**src/rtl/corr_window_loader_pkg.sv**
```systemverilog
// Shared types and defaults for the correlator window loader.
// Optional build macro used across the slice: CORR_WIN_COUNT_EN (adds win_count).
package corr_pkg;

  localparam int TAPS_DEF = 10;
  localparam int W_DEF    = 4;

  typedef enum logic [1:0] {COEF, FILL, RUN} corr_ld_state_t;

endpackage

```
**src/rtl/corr_window_loader_if.sv**
```systemverilog
// Bundle of coefficient/sample streams and window outputs for corr_window_loader.
// With CORR_WIN_COUNT_EN defined the bundle also carries win_count.
interface corr_window_loader_if
  import corr_pkg::*;
#(
  parameter int TAPS = TAPS_DEF,
  parameter int W    = W_DEF
);

  logic                coef_start;
  logic                coef_valid;
  logic [W-1:0]        coef_data;
  logic                coef_ready;
  logic                s_valid;
  logic [W-1:0]        s_data;
  logic                s_ready;
  logic [TAPS*W-1:0]   x_flat;
  logic [TAPS*W-1:0]   h_flat;
  logic                win_valid;
  logic                loaded;
`ifdef CORR_WIN_COUNT_EN
  logic [15:0]         win_count;
`endif

  modport master (
`ifdef CORR_WIN_COUNT_EN
    input  win_count,
`endif
    output coef_start, coef_valid, coef_data, s_valid, s_data,
    input  coef_ready, s_ready, x_flat, h_flat, win_valid, loaded
  );

  modport slave (
`ifdef CORR_WIN_COUNT_EN
    output win_count,
`endif
    input  coef_start, coef_valid, coef_data, s_valid, s_data,
    output coef_ready, s_ready, x_flat, h_flat, win_valid, loaded
  );

endinterface

```
**src/rtl/corr_tap_shreg.sv**
```systemverilog
// TAPS x W sample window: x_0 sits in the low bits, each shift ages every tap by one.
module corr_tap_shreg
  import corr_pkg::*;
#(
  parameter int TAPS = TAPS_DEF,
  parameter int W    = W_DEF
) (
  input  logic              clock,
  input  logic              reset_n,
  input  logic              shift,
  input  logic              clear,
  input  logic [W-1:0]      din,
  output logic [TAPS*W-1:0] q
);

  // Clear wins over shift so a restart never leaves a half-old window behind.
  always_ff @(posedge clock or negedge reset_n) begin
    if (!reset_n) begin
      q <= '0;
    end else if (clear) begin
      q <= '0;
    end else if (shift) begin
      q <= {q[(TAPS-1)*W-1:0], din};
    end
  end

endmodule

```
**src/rtl/corr_window_loader.sv**
```systemverilog
// Loads the coefficient set and maintains the sliding sample window for the correlator.
// Optional: define CORR_WIN_COUNT_EN to add a saturating win_count on the interface.
module corr_window_loader
  import corr_pkg::*;
#(
  parameter int TAPS  = TAPS_DEF,
  parameter int W     = W_DEF,
  parameter int CNT_W = 4
) (
  input  logic               clock,
  input  logic               reset_n,
  corr_window_loader_if.slave bus
);

  corr_ld_state_t          state, state_next;
  logic [CNT_W-1:0]        cnt, cnt_next;
  logic                    win, win_next;
  logic                    shift, clear, h_we;
  logic [TAPS-1:0][W-1:0]  h_q;
  logic [TAPS*W-1:0]       x_q;
  logic                    s_accept;

  assign bus.coef_ready = (state == COEF);
  assign bus.s_ready    = (state != COEF) && !bus.coef_start;
  assign bus.loaded     = (state != COEF);
  assign bus.win_valid  = win;
  assign bus.h_flat     = h_q;
  assign bus.x_flat     = x_q;
  assign s_accept       = bus.s_valid && bus.s_ready;

  always_ff @(posedge clock or negedge reset_n) begin
    if (!reset_n) begin
      state <= COEF;
      cnt   <= '0;
      win   <= 1'b0;
    end else begin
      state <= state_next;
      cnt   <= cnt_next;
      win   <= win_next;
    end
  end

  // coef_start overrides everything; otherwise cnt tracks words/samples within the current state.
  always_comb begin
    state_next = state;
    cnt_next   = cnt;
    win_next   = 1'b0;
    shift      = 1'b0;
    clear      = 1'b0;
    h_we       = 1'b0;
    if (bus.coef_start) begin
      state_next = COEF;
      cnt_next   = '0;
      clear      = 1'b1;
    end else begin
      case (state)
        COEF: begin
          if (bus.coef_valid) begin
            h_we = 1'b1;
            if (cnt == CNT_W'(TAPS-1)) begin
              cnt_next   = '0;
              state_next = FILL;
            end else begin
              cnt_next = cnt + CNT_W'(1);
            end
          end
        end
        FILL: begin
          if (s_accept) begin
            shift = 1'b1;
            if (cnt == CNT_W'(TAPS-1)) begin
              cnt_next   = '0;
              state_next = RUN;
              win_next   = 1'b1;
            end else begin
              cnt_next = cnt + CNT_W'(1);
            end
          end
        end
        RUN: begin
          if (s_accept) begin
            shift    = 1'b1;
            win_next = 1'b1;
          end
        end
        default: begin
          state_next = COEF;
          cnt_next   = '0;
        end
      endcase
    end
  end

  always_ff @(posedge clock or negedge reset_n) begin
    if (!reset_n) begin
      h_q <= '0;
    end else begin
      for (int i = 0; i < TAPS; i++) begin
        if (h_we && (cnt == CNT_W'(i))) h_q[i] <= bus.coef_data;
      end
    end
  end

  corr_tap_shreg #(
    .TAPS (TAPS),
    .W    (W)
  ) u_window (
    .clock   (clock),
    .reset_n (reset_n),
    .shift   (shift),
    .clear   (clear),
    .din     (bus.s_data),
    .q       (x_q)
  );

`ifdef CORR_WIN_COUNT_EN
  logic [15:0] win_cnt;

  // Counts pulses on the same edge that raises win_valid, so both are visible together.
  always_ff @(posedge clock or negedge reset_n) begin
    if (!reset_n) begin
      win_cnt <= '0;
    end else if (bus.coef_start) begin
      win_cnt <= '0;
    end else if (win_next && (win_cnt != 16'hFFFF)) begin
      win_cnt <= win_cnt + 16'd1;
    end
  end

  assign bus.win_count = win_cnt;
`endif

endmodule

```
**src/flat_wrapper.sv**
```systemverilog
// flat-port wrapper written by rule: the top's interface ports become plain ports
module corr_window_loader_flat import corr_pkg::*;
#(
  parameter int TAPS  = TAPS_DEF,
  parameter int W     = W_DEF,
  parameter int CNT_W = 4
)
  (clock, reset_n, bus_coef_start, bus_coef_valid, bus_coef_data, bus_s_valid, bus_s_data, bus_coef_ready, bus_s_ready, bus_x_flat, bus_h_flat, bus_win_valid, bus_loaded);
  corr_window_loader_if #(.TAPS(TAPS), .W(W)) bus_i ();
  input  logic clock;
  input  logic reset_n;
  input wire logic [$bits(bus_i.coef_start)-1:0] bus_coef_start;
  input wire logic [$bits(bus_i.coef_valid)-1:0] bus_coef_valid;
  input wire logic [$bits(bus_i.coef_data)-1:0] bus_coef_data;
  input wire logic [$bits(bus_i.s_valid)-1:0] bus_s_valid;
  input wire logic [$bits(bus_i.s_data)-1:0] bus_s_data;
  output wire logic [$bits(bus_i.coef_ready)-1:0] bus_coef_ready;
  output wire logic [$bits(bus_i.s_ready)-1:0] bus_s_ready;
  output wire logic [$bits(bus_i.x_flat)-1:0] bus_x_flat;
  output wire logic [$bits(bus_i.h_flat)-1:0] bus_h_flat;
  output wire logic [$bits(bus_i.win_valid)-1:0] bus_win_valid;
  output wire logic [$bits(bus_i.loaded)-1:0] bus_loaded;
  assign bus_i.coef_start = bus_coef_start;
  assign bus_i.coef_valid = bus_coef_valid;
  assign bus_i.coef_data = bus_coef_data;
  assign bus_i.s_valid = bus_s_valid;
  assign bus_i.s_data = bus_s_data;
  assign bus_coef_ready = bus_i.coef_ready;
  assign bus_s_ready = bus_i.s_ready;
  assign bus_x_flat = bus_i.x_flat;
  assign bus_h_flat = bus_i.h_flat;
  assign bus_win_valid = bus_i.win_valid;
  assign bus_loaded = bus_i.loaded;
  corr_window_loader #(.TAPS(TAPS), .W(W), .CNT_W(CNT_W)) u_core (.clock(clock), .reset_n(reset_n), .bus(bus_i));
endmodule
```
**config.mk**
```make
export PLATFORM = sky130hd
export DESIGN_NAME = corr_window_loader_flat
export DESIGN_NICKNAME = d
export VERILOG_FILES = /design/src/rtl/corr_window_loader_pkg.sv /design/src/rtl/corr_window_loader_if.sv /design/src/rtl/corr_tap_shreg.sv /design/src/rtl/corr_window_loader.sv /design/src/flat_wrapper.sv
export SDC_FILE = /design/constraint.sdc
export NUM_CORES = 1
export LEC_CHECK = 0
export ABC_AREA = 1
export BUFFER_PORTS_ARGS = -buffer_cell sky130_fd_sc_hd__buf_2
export CAP_MARGIN = 20
export CORE_MARGIN = 2
export CORE_UTILIZATION = 30
export DETAILED_ROUTE_END_ITERATION = 10
export GPL_TIMING_DRIVEN = 1
export HOLD_SLACK_MARGIN = 0.06
export PLACE_DENSITY_LB_ADDON = 0.15
export SYNTH_ARGS = -nofsm -noshare
export SYNTH_HDL_FRONTEND = slang
export SYNTH_SLANG_ARGS = --single-unit
```
**constraint.sdc**
```tcl
create_clock -name clock -period 2 [get_ports clock]
set_input_delay 0.1 -clock clock [delete_from_list [all_inputs] [get_ports clock]]
set_output_delay 0.1 -clock clock [all_outputs]
set_load 0.01 [all_outputs]
```
# Word-level counts from Yosys, hierarchy flattened
# Index checks and enable logic that the tools add are counted.
word_totals:
  reg_bits: 87
  input_bits: 13
  output_inout_bits: 84
  wordCells: 75
op_classes:
  add_sub_neg: 1
  n_reduce_logical: 20
  eq_ne: 16
  muxes: 24
ops:
  columns: ["operator", "n"]
  rows:
  - ["$mux 40", 2]
  - ["$eq 4x3->1 const B", 4]
  - ["$mux 4", 4]
  - ["$logic_and 1x1->1", 12]
  - ["$pmux 4 s3", 1]
  - ["$mux 1", 10]
  - ["$mux 2", 5]
  - ["$ne 3x2->1 const B", 3]
  - ["$eq 4x2->1 const B", 2]
  - ["$eq 4x4->1 const B", 2]
  - ["$pmux 2 s3", 1]
  - ["$reduce_and 5->1", 1]
  - ["$add 4x1->4 const B", 1]
  - ["$eq 4x1->1 const B", 1]
  - ["$logic_not 4->1", 1]
  - ["$reduce_bool 2->1", 2]
  - ["$ne 3x3->1 const B", 1]
  - ["$reduce_and 3->1", 1]
  - ["$eq 2x1->1 const B", 1]
  - ["$eq 2x2->1 const B", 1]
  - ["$logic_not 2->1", 1]
  - ["$ne 2x2->1 const B", 1]
  - ["$pmux 1 s2", 1]
  - ["$reduce_or 2->1", 1]
  - ["$logic_not 1->1", 1]

# Depth between registers and ports, before layout
logic_depth:
  depth_word: 8
  ltp_mapped: 9
  ltp_nobuf: 9

# Hierarchy
# From an unflattened synthesis, not the netlist that was laid out.
hier_totals:
  hier_cells: 388
  hier_area_um2: 3542.1
modules_own_cells:
  columns: ["module", "instances", "seq_area_each_um2", "cells_per_inst", "area_per_inst_um2"]
  rows:
  - ["corr_window_loader", 1, 1176.1, 213, 1935.6]
  - ["corr_tap_shreg", 1, 1001.0, 175, 1606.5]

# Least setup slack after synthesis
# No wires, ideal clock.
synth_timing:
  path_kind: "reg2reg"
  startpoint: "register u_core.state[0]"
  endpoint: "register u_core.h_q (netlist bit u_core.bus.h_flat[2])"
  required_time_ps: 1873
  t_arrival_ps: 1458
  n_path_buf: 0
  setup_ps: 127
  path_slack_ps: 414
  synth_period_minus_slack_ps: 1586
  path_stages_with_launch: 8
  cell_sequence: "dfrtp_1 -> inv_1 -> ha_1 -> nand2_4 -> nor2_8 -> nand3_2 -> nand2_1 -> o21ai_1"
synth_between:
  elab_chain_len: 4
synth_lines:
  columns: ["item", "line_no", "text"]
  rows:
  - ["start, declared", "corr_window_loader.sv:15", "corr_ld_state_t state, state_next;"]
  - ["start signal, assigned", "corr_window_loader.sv:37", "state <= state_next;"]
  - ["$logic_not 2->1", null, null]
  - ["via bus_coef_ready", "flat_wrapper.sv:17", "output wire logic [$bits(bus_i.coef_ready)-1:0] bus_coef_ready;"]
  - ["$mux 1", "corr_window_loader.sv:56", "case (state)"]
  - ["$mux 1", "corr_window_loader.sv:51", "if (bus.coef_start) begin"]
  - ["$logic_and 1x1->1", "corr_window_loader.sv:99", "if (h_we && (cnt == CNT_W'(i))) h_q[i] <= bus.coef_data;"]
  - ["end signal, assigned by index", "corr_window_loader.sv:99", null]
  - ["end, declared", "corr_window_loader.sv:19", "logic [TAPS-1:0][W-1:0] h_q;"]
# The timed path passes the listed nets, and every way through them passes these cells.
# A chain may end at the register's enable or synchronous reset.

# Worst setup path in the final report
layout_timing:
  startpoint: "register u_core.state[0]"
  endpoint: "register u_core.u_window.q[35]"
layout_between:
  elab_chain_len: 7
layout_lines:
  columns: ["item", "line_no", "text"]
  rows:
  - ["$reduce_bool 2->1", "corr_window_loader.sv:24", "assign bus.s_ready = (state != COEF) && !bus.coef_start;"]
  - ["$logic_and 1x1->1", "corr_window_loader.sv:24", null]
  - ["$logic_and 1x1->1", "corr_window_loader.sv:29", "assign s_accept = bus.s_valid && bus.s_ready;"]
  - ["$mux 1", "corr_window_loader.sv:69, corr_window_loader.sv:81", null]
  - ["$mux 1 *", null, null]
  - ["$mux 1 *", "corr_window_loader.sv:51", null]
  - ["$reduce_bool 2->1 (no source line) *", null, null]
  - ["end signal, assigned", "corr_tap_shreg.sv:23", "q <= {q[(TAPS-1)*W-1:0], din};"]
  - ["end, declared", "corr_tap_shreg.sv:13", "output logic [TAPS*W-1:0] q"]
# Mark *: on every way between the ends. The rest lies on a longest branch, timed or not.

==> impl_results.md <==
* PD cells at 1110 nW/um^2
* Mapped Area at 3590 um^2
* Slew Limit Fails at 0
* Crit share post-route at 87.5%
* MaxCap Viol Count at 0
* Synth Net Count at between 300 and 400
* H-tree levels at 3
* Share of layout cells above drive strength 1 at 29.0%
* IO Count at between 90 and 100
* Fill count at 1162
* Leakage Power at ~0.0024 uW
* Power share of the sequential group at between 40% and 50%
* Main synth FF type: dfrtp_1
* Setup crit end kind: flip-flop
* Slew margin rel. at about 70%
* Pre-CTS WS at 255 ps
* Sw Pwr at 1570 uW
* Antenna Violating Nets Remaining at 0
* Synth warn at 0
* Startpoint Class: flip-flop
* Synth Instances at 365
* Finished Layout Cells at 615
* Final HPWL DP at 6130 um
* Total wire length at 8900 um
* Clock Latency Late Sink at 340 ps
* Yosys reg bits at 87
* Clock power share at 34.7%
* Drt initial violations at about 200
* Comb pwr share at about 23%
* Asr flop ratio synth at 100%
* RSZ-0062 raised after global routing: false
* CTS tree: done
* Final setup fails at 0
* Worst Hold Slack at 105 ps
* Crit path largest cell delay at 390 ps
* Num CTS Buffers at 9
* Residual DRC at 0
* Die Area at roughly 13000 um^2
* Synthesized area per cell at 9.83 um^2
* Row Count at 39
* Worst vdd ir at about 540 uV
* Area grow syn2layout at 27.8%
* Met2 GRT Util at 20.1%
* Post-CTS setup buffer count at 0
* DR WL/cell at about 14 um
* End-of-flow core utilization at 39.7%
* Req. time, crit path at 2250 ps
* Final nets at 485
* CP arrival at 2000 ps
* Layout Skew at 6.61 ps
* Largest net degree at the start of global routing at between 50 and 60
* Root Driver: clkbuf_16
* Die width at 113 um
* Starting density of the core at 31.0%
* Total grt overflow at 0
* Top cell type's share of synthesized area at about three fifths
* Worst-path fanout max at 28
* CP delay by family, top: buffers and inverters
* Setup TNS at 0 ps
* Outcome: finished, final reports clean
* CTS Sinks at 87
* Hold Path Class: in -> reg
* M3 GR Usage at 4.04%
* Gr usage total at 14.6%
* Busiest grt layer: met1
* Synth top area cells: dfrtp_1, nand2_1, o21ai_0, nand3_1, o21ai_1
* First-pass GRT wire length at 14700 um
* GR Util met1 at around 22%
* Post-synth EDFFs at 0
* Worst slew pin tran at 477 ps
* Crit path buffers/inverters at 2
* Internal power at 3510 uW
* Port Buf Inserts at 96
* Via Count at 2881
* Setup WS post-layout at 251 ps
* Max Freq at around 0.57 GHz
* Post-synth top cells: dfrtp_1, nand2_1, o21ai_0
* Vias in the first global route at 2656
* Distinct cells, synth at 24
* Initial antenna violation count at 0
* Tmin final at 1750 ps
* Pre-antenna DRT Iters at 5
* Hold Fails Final Rpt at 0
* Sw frac at 30.9%
* Ant diodes at 0
* Via/cell ratio at 4.68
* Clock-pin transition on the worst setup and hold timing paths at 60 ps
* Sequential-to-total area share from yosys stat at between 60% and 70%
* Final Wtd Congestion at between 0.7 and 0.8
* Crit path cell chain: inv_1 -> ha_1 -> nor2_4 -> nand3_2 -> inv_2 -> nand3_1 -> o21ai_0
* Most frequent cell after synthesis: dfrtp_1
* Placed insts at roughly 600
* Critical path's slowest cell: dfrtp_1
* CTS max path bufs at 2
* Crit Path Class: reg -> reg
* Core Area at 11600 um^2
* Top cell type by total area after synthesis: dfrtp_1
* Die Y at 113 um
## repair_timing
item                                   CTS  global route
hold buffers                             5             0
resized for setup                        0             0
endpoints found under the hold margin   33             0
## routing by layer
metal | vias up | wire, um | share of wire, %
met3 | 9 | 517 | 5.8
met5 | - | 0 | 0
met1 | 1364 | 4530 | 51
li1 | 1419 | - | -
met4 | 0 | 135 | 1.5
met2 | 89 | 3720 | 42
## power by group through the flow
stage	registers (uW)	clock network [uW]	logic [uW]
floorplan	2250	0	661
global placement	2160	0	1180
detailed placement	2170	0	1190
CTS	2140	1800	1200
global route	2170	1880	1330
finish	2140	1760	1180
## sequential cells by signal (all words and copies together), names as in the netlist
register and count:
u_core.cnt 4, u_core.bus.win_valid 1, u_core.state 2, u_core.u_window.q 40, u_core.bus.h_flat 40
## final timing paths
kind,slack [ps],to,start,depth (start not counted)
worst max-delay path,250,u_core.u_window.q[35],u_core.state[0],7
worst min-delay path,110,u_core.u_window.q[22],bus_s_valid,3
worst max register to register,250,u_core.u_window.q[35],u_core.state[0],7
worst min register to register,480,u_core.bus.h_flat[21],u_core.bus.h_flat[21],2
max in group asynchronous,1110,u_core.bus.h_flat[29],reset_n,3
min in group asynchronous,250,u_core.u_window.q[33],reset_n,2
## area by class of cell
cell class                      instances  area [um^2]  area share (%)
Clock buffer                           13          280            6.11
Clock inverter                          2         37.5           0.818
Inverter                               32          120            2.62
Multi-Input combinational cell        233         1220            26.5
Sequential cell                        87         2180            47.5
Tap cell                              143          179            3.90
Timing Repair Buffer                  105          576            12.5
## cell usage in the layout (no fill, tap or decap), types with 5 or more instances in the layout
cell type,Yosys,final
nand2_1,83,83
nor2_1,6,6
o21ai_0,42,42
clkbuf_16,0,9
o31ai_1,5,5
o21ai_1,29,29
nand3_1,36,36
nand3_2,7,7
dlygate4sd3_1,0,5
dfrtp_1,87,87
buf_2,9,95
inv_1,30,30
## logic make-up after synthesis
group                    count (synthesis)  share of synthesized area [%]
adder cells (fa/ha/maj)                  4                           1.39
flip-flops                              87                           60.6
AO/OA/AOI/OAI                           81                           11.8
AND/OR/NAND/NOR                        147                           20.5
buffers and inverters                   45                           5.44
XOR/XNOR                                 1                          0.244
## worst reg2reg max path, stage by stage, from the launching register on
cell and delay, ps:
dfrtp_1 390, inv_1 80, ha_1 310, nor2_4 160, nand3_2 120, inv_2 370, nand3_1 130, o21ai_0 100
## through the flow
stage	area (um^2)	power, uW
2_1_floorplan	3590	2910
3_3_place_gp	4220	3350
3_5_place_dp	4220	3360
4_1_cts	4590	5150
5_1_grt	4590	5390
6_report	4590	5080
Power figures use the tool's default switching activity.
